===== config.mk =====
export PLATFORM = sky130hd
export DESIGN_NAME = jtdd_dwnld
export DESIGN_NICKNAME = d
export VERILOG_FILES = /design/src/rtl/jtdd_dwnld.sv
export SDC_FILE = /design/constraint.sdc
export NUM_CORES = 1
export LEC_CHECK = 0
export CORE_ASPECT_RATIO = 0.8
export CORE_MARGIN = 4
export CORE_UTILIZATION = 34
export DETAILED_ROUTE_END_ITERATION = 6
export GPL_ROUTABILITY_DRIVEN = 1
export PLACE_DENSITY = 0.54
export SLEW_MARGIN = 25
export SYNTH_ARGS = -nofsm -noshare
export SYNTH_HDL_FRONTEND = slang
export SYNTH_SLANG_ARGS = --single-unit

===== constraint.sdc =====
create_clock -name clk -period 2.15 [get_ports clk]
set_input_delay 0.43 -clock clk [delete_from_list [all_inputs] [get_ports clk]]
set_output_delay 0.43 -clock clk [all_outputs]
set_load 0.1 [all_outputs]

===== src/rtl/jtdd_dwnld.sv =====
// jtdd_dwnld: turns the ioctl ROM byte stream into buffered 16-bit masked SDRAM writes and priority-PROM strobes.
// Define JTDD_DWNLD_SUM_EN to add the dwnld_sum byte checksum output.
module jtdd_dwnld #(
    parameter logic [21:0] SCR_START  = 22'h6_0000,
    parameter int          SCR_AW     = 18,
    parameter logic [21:0] SCR_ADDR   = 22'h4_0000,
    parameter logic [21:0] OBJ_START  = 22'hA_0000,
    parameter int          OBJ_AW     = 19,
    parameter logic [21:0] OBJ_ADDR   = 22'h8_0000,
    parameter logic [21:0] PROM_START = 22'h1A_0000
) (
    input  logic        clk,
    input  logic        rst_n,
    input  logic        downloading,
    input  logic [21:0] ioctl_addr,
    input  logic [7:0]  ioctl_data,
    input  logic        ioctl_wr,
    output logic [21:0] prog_addr,
    output logic [7:0]  prog_data,
    output logic [1:0]  prog_mask,
    output logic        prog_we,
    input  logic        prog_ack,
    output logic        prom_prio_we,
    output logic        dwnld_busy,
`ifdef JTDD_DWNLD_SUM_EN
    output logic [15:0] dwnld_sum,
`endif
    output logic        overflow
);
    localparam logic [21:0] SCR_H = 22'd1 << (SCR_AW - 1);
    localparam logic [21:0] OBJ_H = 22'd1 << (OBJ_AW - 1);
    typedef enum logic {IDLE, ISSUE} state_t;
    state_t      state, state_n;
    logic        accept, n_sdram, n_prom;
    logic [21:0] scr_o, obj_o, n_word;
    logic [1:0]  n_mask;
    logic        t_valid, t_prom;
    logic [21:0] t_word;
    logic [7:0]  t_data;
    logic [1:0]  t_mask;
    logic [21:0] mem_word [2];
    logic [7:0]  mem_data [2];
    logic [1:0]  mem_mask [2];
    logic        wr_ptr, rd_ptr, push_ok, pop;
    logic [1:0]  count;

    always_comb begin
        accept  = ioctl_wr && downloading;
        scr_o   = ioctl_addr - SCR_START;
        obj_o   = ioctl_addr - OBJ_START;
        n_sdram = accept && ioctl_addr < PROM_START;
        n_prom  = accept && ioctl_addr >= PROM_START && ioctl_addr < PROM_START + 22'd256;
        n_word  = ioctl_addr < SCR_START ? ioctl_addr >> 1 :
                  ioctl_addr < OBJ_START ? SCR_ADDR + (scr_o < SCR_H ? scr_o : scr_o - SCR_H) :
                  ioctl_addr < PROM_START ? OBJ_ADDR + (obj_o < OBJ_H ? obj_o : obj_o - OBJ_H) :
                  ioctl_addr;
        n_mask  = ioctl_addr < SCR_START ? (ioctl_addr[0] ? 2'b01 : 2'b10) :
                  ioctl_addr < OBJ_START ? (scr_o < SCR_H ? 2'b10 : 2'b01) :
                  (obj_o < OBJ_H ? 2'b10 : 2'b01);
    end

    always_ff @(posedge clk or negedge rst_n) begin
        if (!rst_n) begin
            t_valid <= 1'b0;
            t_prom  <= 1'b0;
            t_word  <= '0;
            t_data  <= '0;
            t_mask  <= 2'b11;
        end else begin
            t_valid <= n_sdram;
            t_prom  <= n_prom;
            t_word  <= n_word;
            t_data  <= ioctl_data;
            t_mask  <= n_mask;
        end
    end

    // a push into a full FIFO is still taken when the head is popped in the same cycle
    assign pop     = prog_we && prog_ack;
    assign push_ok = t_valid && (count != 2'd2 || pop);

    always_ff @(posedge clk) begin
        if (push_ok) begin
            mem_word[wr_ptr] <= t_word;
            mem_data[wr_ptr] <= t_data;
            mem_mask[wr_ptr] <= t_mask;
        end
    end

    always_ff @(posedge clk or negedge rst_n) begin
        if (!rst_n) begin
            wr_ptr   <= 1'b0;
            rd_ptr   <= 1'b0;
            count    <= '0;
            overflow <= 1'b0;
            state    <= IDLE;
        end else begin
            wr_ptr   <= wr_ptr ^ push_ok;
            rd_ptr   <= rd_ptr ^ pop;
            count    <= count + 2'(push_ok) - 2'(pop);
            overflow <= overflow | (t_valid && !push_ok);
            state    <= state_n;
        end
    end

    // returning to IDLE after each ack gives the one-cycle gap between writes
    always_comb begin
        state_n = state;
        if (state == IDLE) state_n = (count != 2'd0 || t_valid) ? ISSUE : IDLE;
        else if (prog_ack) state_n = IDLE;
    end

    always_comb begin
        prog_we      = state == ISSUE;
        prom_prio_we = t_prom;
        prog_addr    = t_prom ? {14'd0, t_word[7:0]} : prog_we ? mem_word[rd_ptr] : 22'd0;
        prog_data    = t_prom ? t_data : prog_we ? mem_data[rd_ptr] : 8'd0;
        prog_mask    = prog_we ? mem_mask[rd_ptr] : 2'b11;
        dwnld_busy   = downloading || count != 2'd0 || prog_we || t_valid || t_prom;
    end

`ifdef JTDD_DWNLD_SUM_EN
    logic dl_d;
    always_ff @(posedge clk or negedge rst_n) begin
        if (!rst_n) begin
            dl_d      <= 1'b0;
            dwnld_sum <= '0;
        end else begin
            dl_d      <= downloading;
            dwnld_sum <= (downloading && !dl_d) ? (accept ? 16'(ioctl_data) : 16'd0) :
                         accept ? dwnld_sum + 16'(ioctl_data) : dwnld_sum;
        end
    end
`endif
endmodule


Word level (Yosys, flattened, before mapping)
Memory sizes are Yosys's and may differ from the RTL's.
Cells that the tools add are included.
{ "totals": {"wordCells": 67, "out_inout_bits": 36, "in_bits": 35, "ram_bits": 64, "n_memories": 3, "reg_bits": 40} }
{ "memory_table": {"columns": ["name", "depth", "word_bits", "read_ports", "rd_clocked_by_memory_dff", "wr", "line", "text"], "rows": [
  ["mem_word", 2, 22, 1, 0, 1, "41", "logic [21:0] mem_word [2];"],
  ["mem_data", 2, 8, 1, 0, 1, "42", "logic [7:0] mem_data [2];"],
  ["mem_mask", 2, 2, 1, 0, 1, "43", "logic [1:0] mem_mask [2];"]
]} }
{ "classes": {"n_eq_ne": 1, "bitwise": 3, "n_lt_le_gt_ge": 7, "addsub": 8, "n_reduce_logical": 15, "mux": 20} }
{ "op_table": {"columns": ["op", "count"], "rows": [
  ["$mux 22", 7],
  ["$lt 22x19->1 const B", 2],
  ["$lt 22x21->1 const B", 2],
  ["$sub 22x19->22 const B", 2],
  ["$add 19x22->22 const A", 1],
  ["$add 20x22->22 const A", 1],
  ["$ge 22x21->1 const B", 1],
  ["$lt 22x18->1 const B", 1],
  ["$lt 22x20->1 const B", 1],
  ["$sub 22x18->22 const B", 1],
  ["$sub 22x20->22 const B", 1],
  ["$mux 8", 2],
  ["$mux 2", 6],
  ["$logic_and 1x1->1", 7],
  ["$logic_or 1x1->1", 6],
  ["$mux 1", 5],
  ["$add 2x1->2", 1],
  ["$ne 2x2->1 const B", 1],
  ["$reduce_bool 2->1", 1],
  ["$sub 2x1->2", 1],
  ["$xor 1x1->1", 2],
  ["$logic_not 1->1", 1],
  ["$or 1x1->1", 1]
]} }

Longest topological paths before layout
{ "depth": {"ltp_word": 7, "ltp_mapped": 14, "mapped_depth_nobuf": 12} }

Least setup slack after synthesis
No wires, ideal clock.
{ "synth_timing": {"path_type": "reg2out", "startpoint": "register t_prom (netlist: prom_prio_we)", "endpoint": "output port prog_addr[7]", "required_ns": 1.720, "n_path_buf": 2, "stages_incl_launch_ff": 5, "arrival_time_ns": 3.551, "path_slack_ns": -1.831, "path_cell_list": "dfrtp_1 clkbuf_1 nand2b_1 clkbuf_1 o21ai_0"} }
{ "synth_via": {"elab_chain_cells": 1} }
{ "synth_rtl": {"columns": ["item", "line", "text"], "rows": [
  ["start: declaration", "37", "logic t_valid, t_prom;"],
  ["start signal: assignment", "71", "t_prom <= n_prom;"],
  ["$mux 22", "116", "prog_addr = t_prom ? {14'd0, t_word[7:0]} : prog_we ? mem_word[rd_ptr] : 22'd0;"],
  ["end: declaration", "18", "output logic [21:0] prog_addr,"]
]} }
No other way between the ends.

Final worst setup path
{ "layout_timing": {"startpoint": "register state (netlist: prog_we)", "endpoint": "output port dwnld_busy"} }
{ "layout_via": {"elab_chain_cells": 3} }
{ "layout_rtl": {"columns": ["item", "line", "text"], "rows": [
  ["start: declaration", "33", "state_t state, state_n;"],
  ["start signal: assignment", "102", "state <= state_n;"],
  ["$logic_or 1x1->1 (3 in series)", "119", "dwnld_busy = downloading || count != 2'd0 || prog_we || t_valid || t_prom;"],
  ["end: declaration", "24", "output logic dwnld_busy,"]
]} }
No other way between the ends.

==> flow_summary.toml <==
[status]
status = "complete, but fails checks"
failed_checks = "negative setup slack"

[timing]
slew_headroom = 0.6180
max_slew.worst_pin.slew_ns = 0.5730
post-route-min-period_ns = 2.227
max_freq_mhz = 449.0
rsz0062_at_grt = "yes"
setup_tns_ns = -0.1166
worst_slack_ns = -0.07728
skew_ns = 0.006217
final_hold_viol_count = 0
finalSetupViolCount = 2
drv_slew = 0
period_share = 1.036

[job]
maxCapViolCount = 0

[clocking]
clk_pin_slew_ns = 0.07
cts_tree = "done"
htree_num_levels = 3
root_buffer = "clkbuf_16"
cts.sinks = 104
clockBufferDepth = 2
numCtsBuffers = 9
clk_latency_ns = 0.34

[power]
power_density_nw_per_um2 = 1240
peakVddDrop_mv = 0.5516
power_w = 0.008599
power.leakage_nw = 2.663

[detailed_routing]
num_vias = 2998
detail_route.wirelength_microns = 10220
dr.pass1.iters = 4
wl_per_cell_microns = 16.20
drc = 0
postRouteAntennaNets = 0
viasPerCell = 4.751
first_iter_violations = 142

[setup_path]
cp.required_ns = 1.72
end_kind = "primary output"
cp_slowest_cell = "or4_4"
crit_chain = "or4_4 > or3_4 > buf_12"
crit_path_max_fanout = 2
critPathKind = "flop to primary output"
critPathArrivalTime_ns = 1.80
startpoint_type = "flop"
critPathMaxStageDelay_ns = 0.53

[synth]
synth_most_common_cell = "edfxtp_1"
yosysSeqAreaShare = 0.6444
async_flop_share = 0.3846
synth_edf_count = 64
synth-seq-cells = 104
synth_cells = 333
yosysTopAreaCellShare = 0.4234
synthTopCellsByArea = "edfxtp_1, dfrtp_1, mux2i_1"
avgSynthCellArea_sq_um = 13.63
ys.flop_type = "edfxtp_1"
syn_area_sq_um = 4539
yosysUniqueCellTypes = 53
synth_top_area_cell = "edfxtp_1"
syn_nets = 377
synth_commonest_cells = "edfxtp_1, dfrtp_1, mux2i_1"
yosysWarnings = 0

[worst_hold_path]
hp-class = "input pin to async pin"

[layout]
layoutNonFillerInstCount = 631
antenna_cells = 0
areaGrowthSynthToFinish_pct = 52.81
layout-drive-gt1-share = 0.4123
area.sequential_sq_um = 2932
nNetsFinal = 495
fill_cells = 1084
multi_input_area_sq_um = 1864

[floorplanning]
fp.coreArea_sq_um = 12960
die_w_microns = 137.2
start_util = 0.3502
die_h_microns = 111.4
row_count = 37
io_pins = 71
dieArea_sq_um = 15280

[placement]
dp_hpwl_microns = 7134
io_buffers = 70
gp_congestion = 0.8139
place_inst = 603

[global_routing]
antenna_found_initial = 0
grt_overflow_total = 0
grt_pass1_vias = 3170
grt_pass1_wl_microns = 16730
grtUsageTotal = 0.1406
grt_start_max_net_pins = 41
cells in the final DEF (no fill, tap or decap), types with 2 or more instances in the layout:
| cell | netlist | final |
|---|---|---|
| ha_4 | 0 | 4 |
| o21a_1 | 3 | 2 |
| nor3_1 | 7 | 6 |
| xor2_1 | 2 | 2 |
| nor4_1 | 2 | 2 |
| o31ai_1 | 3 | 3 |
| dfrtp_2 | 0 | 2 |
| dfrtp_1 | 38 | 35 |
| mux2i_1 | 34 | 32 |
| o21ai_1 | 1 | 3 |
| buf_12 | 0 | 43 |
| nor2_4 | 0 | 14 |
| inv_1 | 12 | 8 |
| nor2_1 | 20 | 6 |
| nor2b_1 | 4 | 2 |
| edfxtp_1 | 64 | 64 |
| clkbuf_16 | 0 | 9 |
| dfstp_2 | 2 | 2 |
| mux2i_2 | 0 | 2 |
| o21ai_4 | 0 | 16 |
| o22ai_1 | 2 | 2 |
| clkbuf_1 | 7 | 2 |
| buf_6 | 2 | 4 |
| buf_4 | 3 | 47 |
| clkinvlp_4 | 0 | 2 |
| o21ai_0 | 24 | 6 |
| a21oi_1 | 7 | 6 |
| nor2b_4 | 0 | 2 |
| mux2_2 | 16 | 16 |
| xnor2_1 | 5 | 5 |
| a31oi_1 | 3 | 3 |
| clkdlybuf4s50_1 | 0 | 28 |
| nand2_1 | 28 | 28 |
| inv_4 | 0 | 2 |
| ha_1 | 9 | 5 |
stage by stage:
| stage | hold WS [ns] | setup slack (ns) | area, sq um | utilization |
|---|---|---|---|---|
| 6_report | 0.1572 | -0.07728 | 6937 | 0.5351 |
| 5_1_grt | 0.2108 | -0.1603 | 6937 | 0.5351 |
| 4_1_cts | 0.1893 | -0.1169 | 6865 | 0.5296 |
| 3_5_place_dp | 0.4321 | -0.9244 | 6501 | 0.5015 |
| 3_3_place_gp | 0.4235 | -0.7633 | 6501 | 0.5015 |
| 2_1_floorplan | 0.1344 | -0.3484 | 4997 | - |
power breakdown:
group / switching (W) / internal (W) / total, W
Clock: 0.000691 / 0.000822 / 0.00151
Sequential: 0.0000842 / 0.00232 / 0.00240
Combinational: 0.00295 / 0.00173 / 0.00469
Total: 0.00373 / 0.00487 / 0.00860
path summary, 6_finish.rpt:
check / start / endpoint / slack (ns) / cells past startpoint
max: prog_we / dwnld_busy / -0.08 / 3
min: rst_n / t_data[0] / 0.16 / 2
max reg2reg: prog_we / mem_data[1][2] / 0.48 / 6
min reg2reg: t_word[15] / mem_word[1][15] / 0.45 / 0
max in group asynchronous: rst_n / rd_ptr / 1.55 / 2
min in group clk: t_word[15] / mem_word[1][15] / 0.45 / 0
kinds of logic after synthesis:
group           synth area share
simple gates             0.07911
compound gates           0.08104
mux                       0.1171
flops                     0.6444
xor+xnor                 0.01957
buf+inv                  0.03390
fa+ha+maj                0.02481
timing repair:
item	in CTS	in global routing
endpoints found under the setup margin	5	13
pin swaps	6	3
gates resized for setup	22	8
setup buffers	8	4
hold buffers	0	0
hold endpoints to repair	0	0
state kept, by name, summed over array words and instances, names as in the netlist:
register,flops
rd_ptr,1
t_data,8
count,2
t_mask,2
t_valid,1
prog_we,1
wr_ptr,1
mem_data,16
t_word,22
mem_word,44
overflow,1
mem_mask,4
prom_prio_we,1
layout make-up:
class                   count  area share
clock inverters             4    0.004329
multi-input cells         197      0.2688
clock buffers              12     0.03553
repair buffers            127      0.2294
inverters                  12    0.007756
well taps                 175     0.03157
flip-flops and latches    104      0.4226
layer usage:
metal,track usage,part of all wire,wire (microns)
met1,0.1879,0.45,4577
met2,0.2323,0.50,5122
met3,0.02891,0.040,405
met4,0.03989,0.012,118
met5,0,0,0
worst max-delay path: cells and delay by family, from the launching register on:
kind | cells | cell delay, ns
flops | 1 | 0.40
buf+inv | 1 | 0.17
simple gates | 2 | 0.88
(Power assumes the default switching activity.)
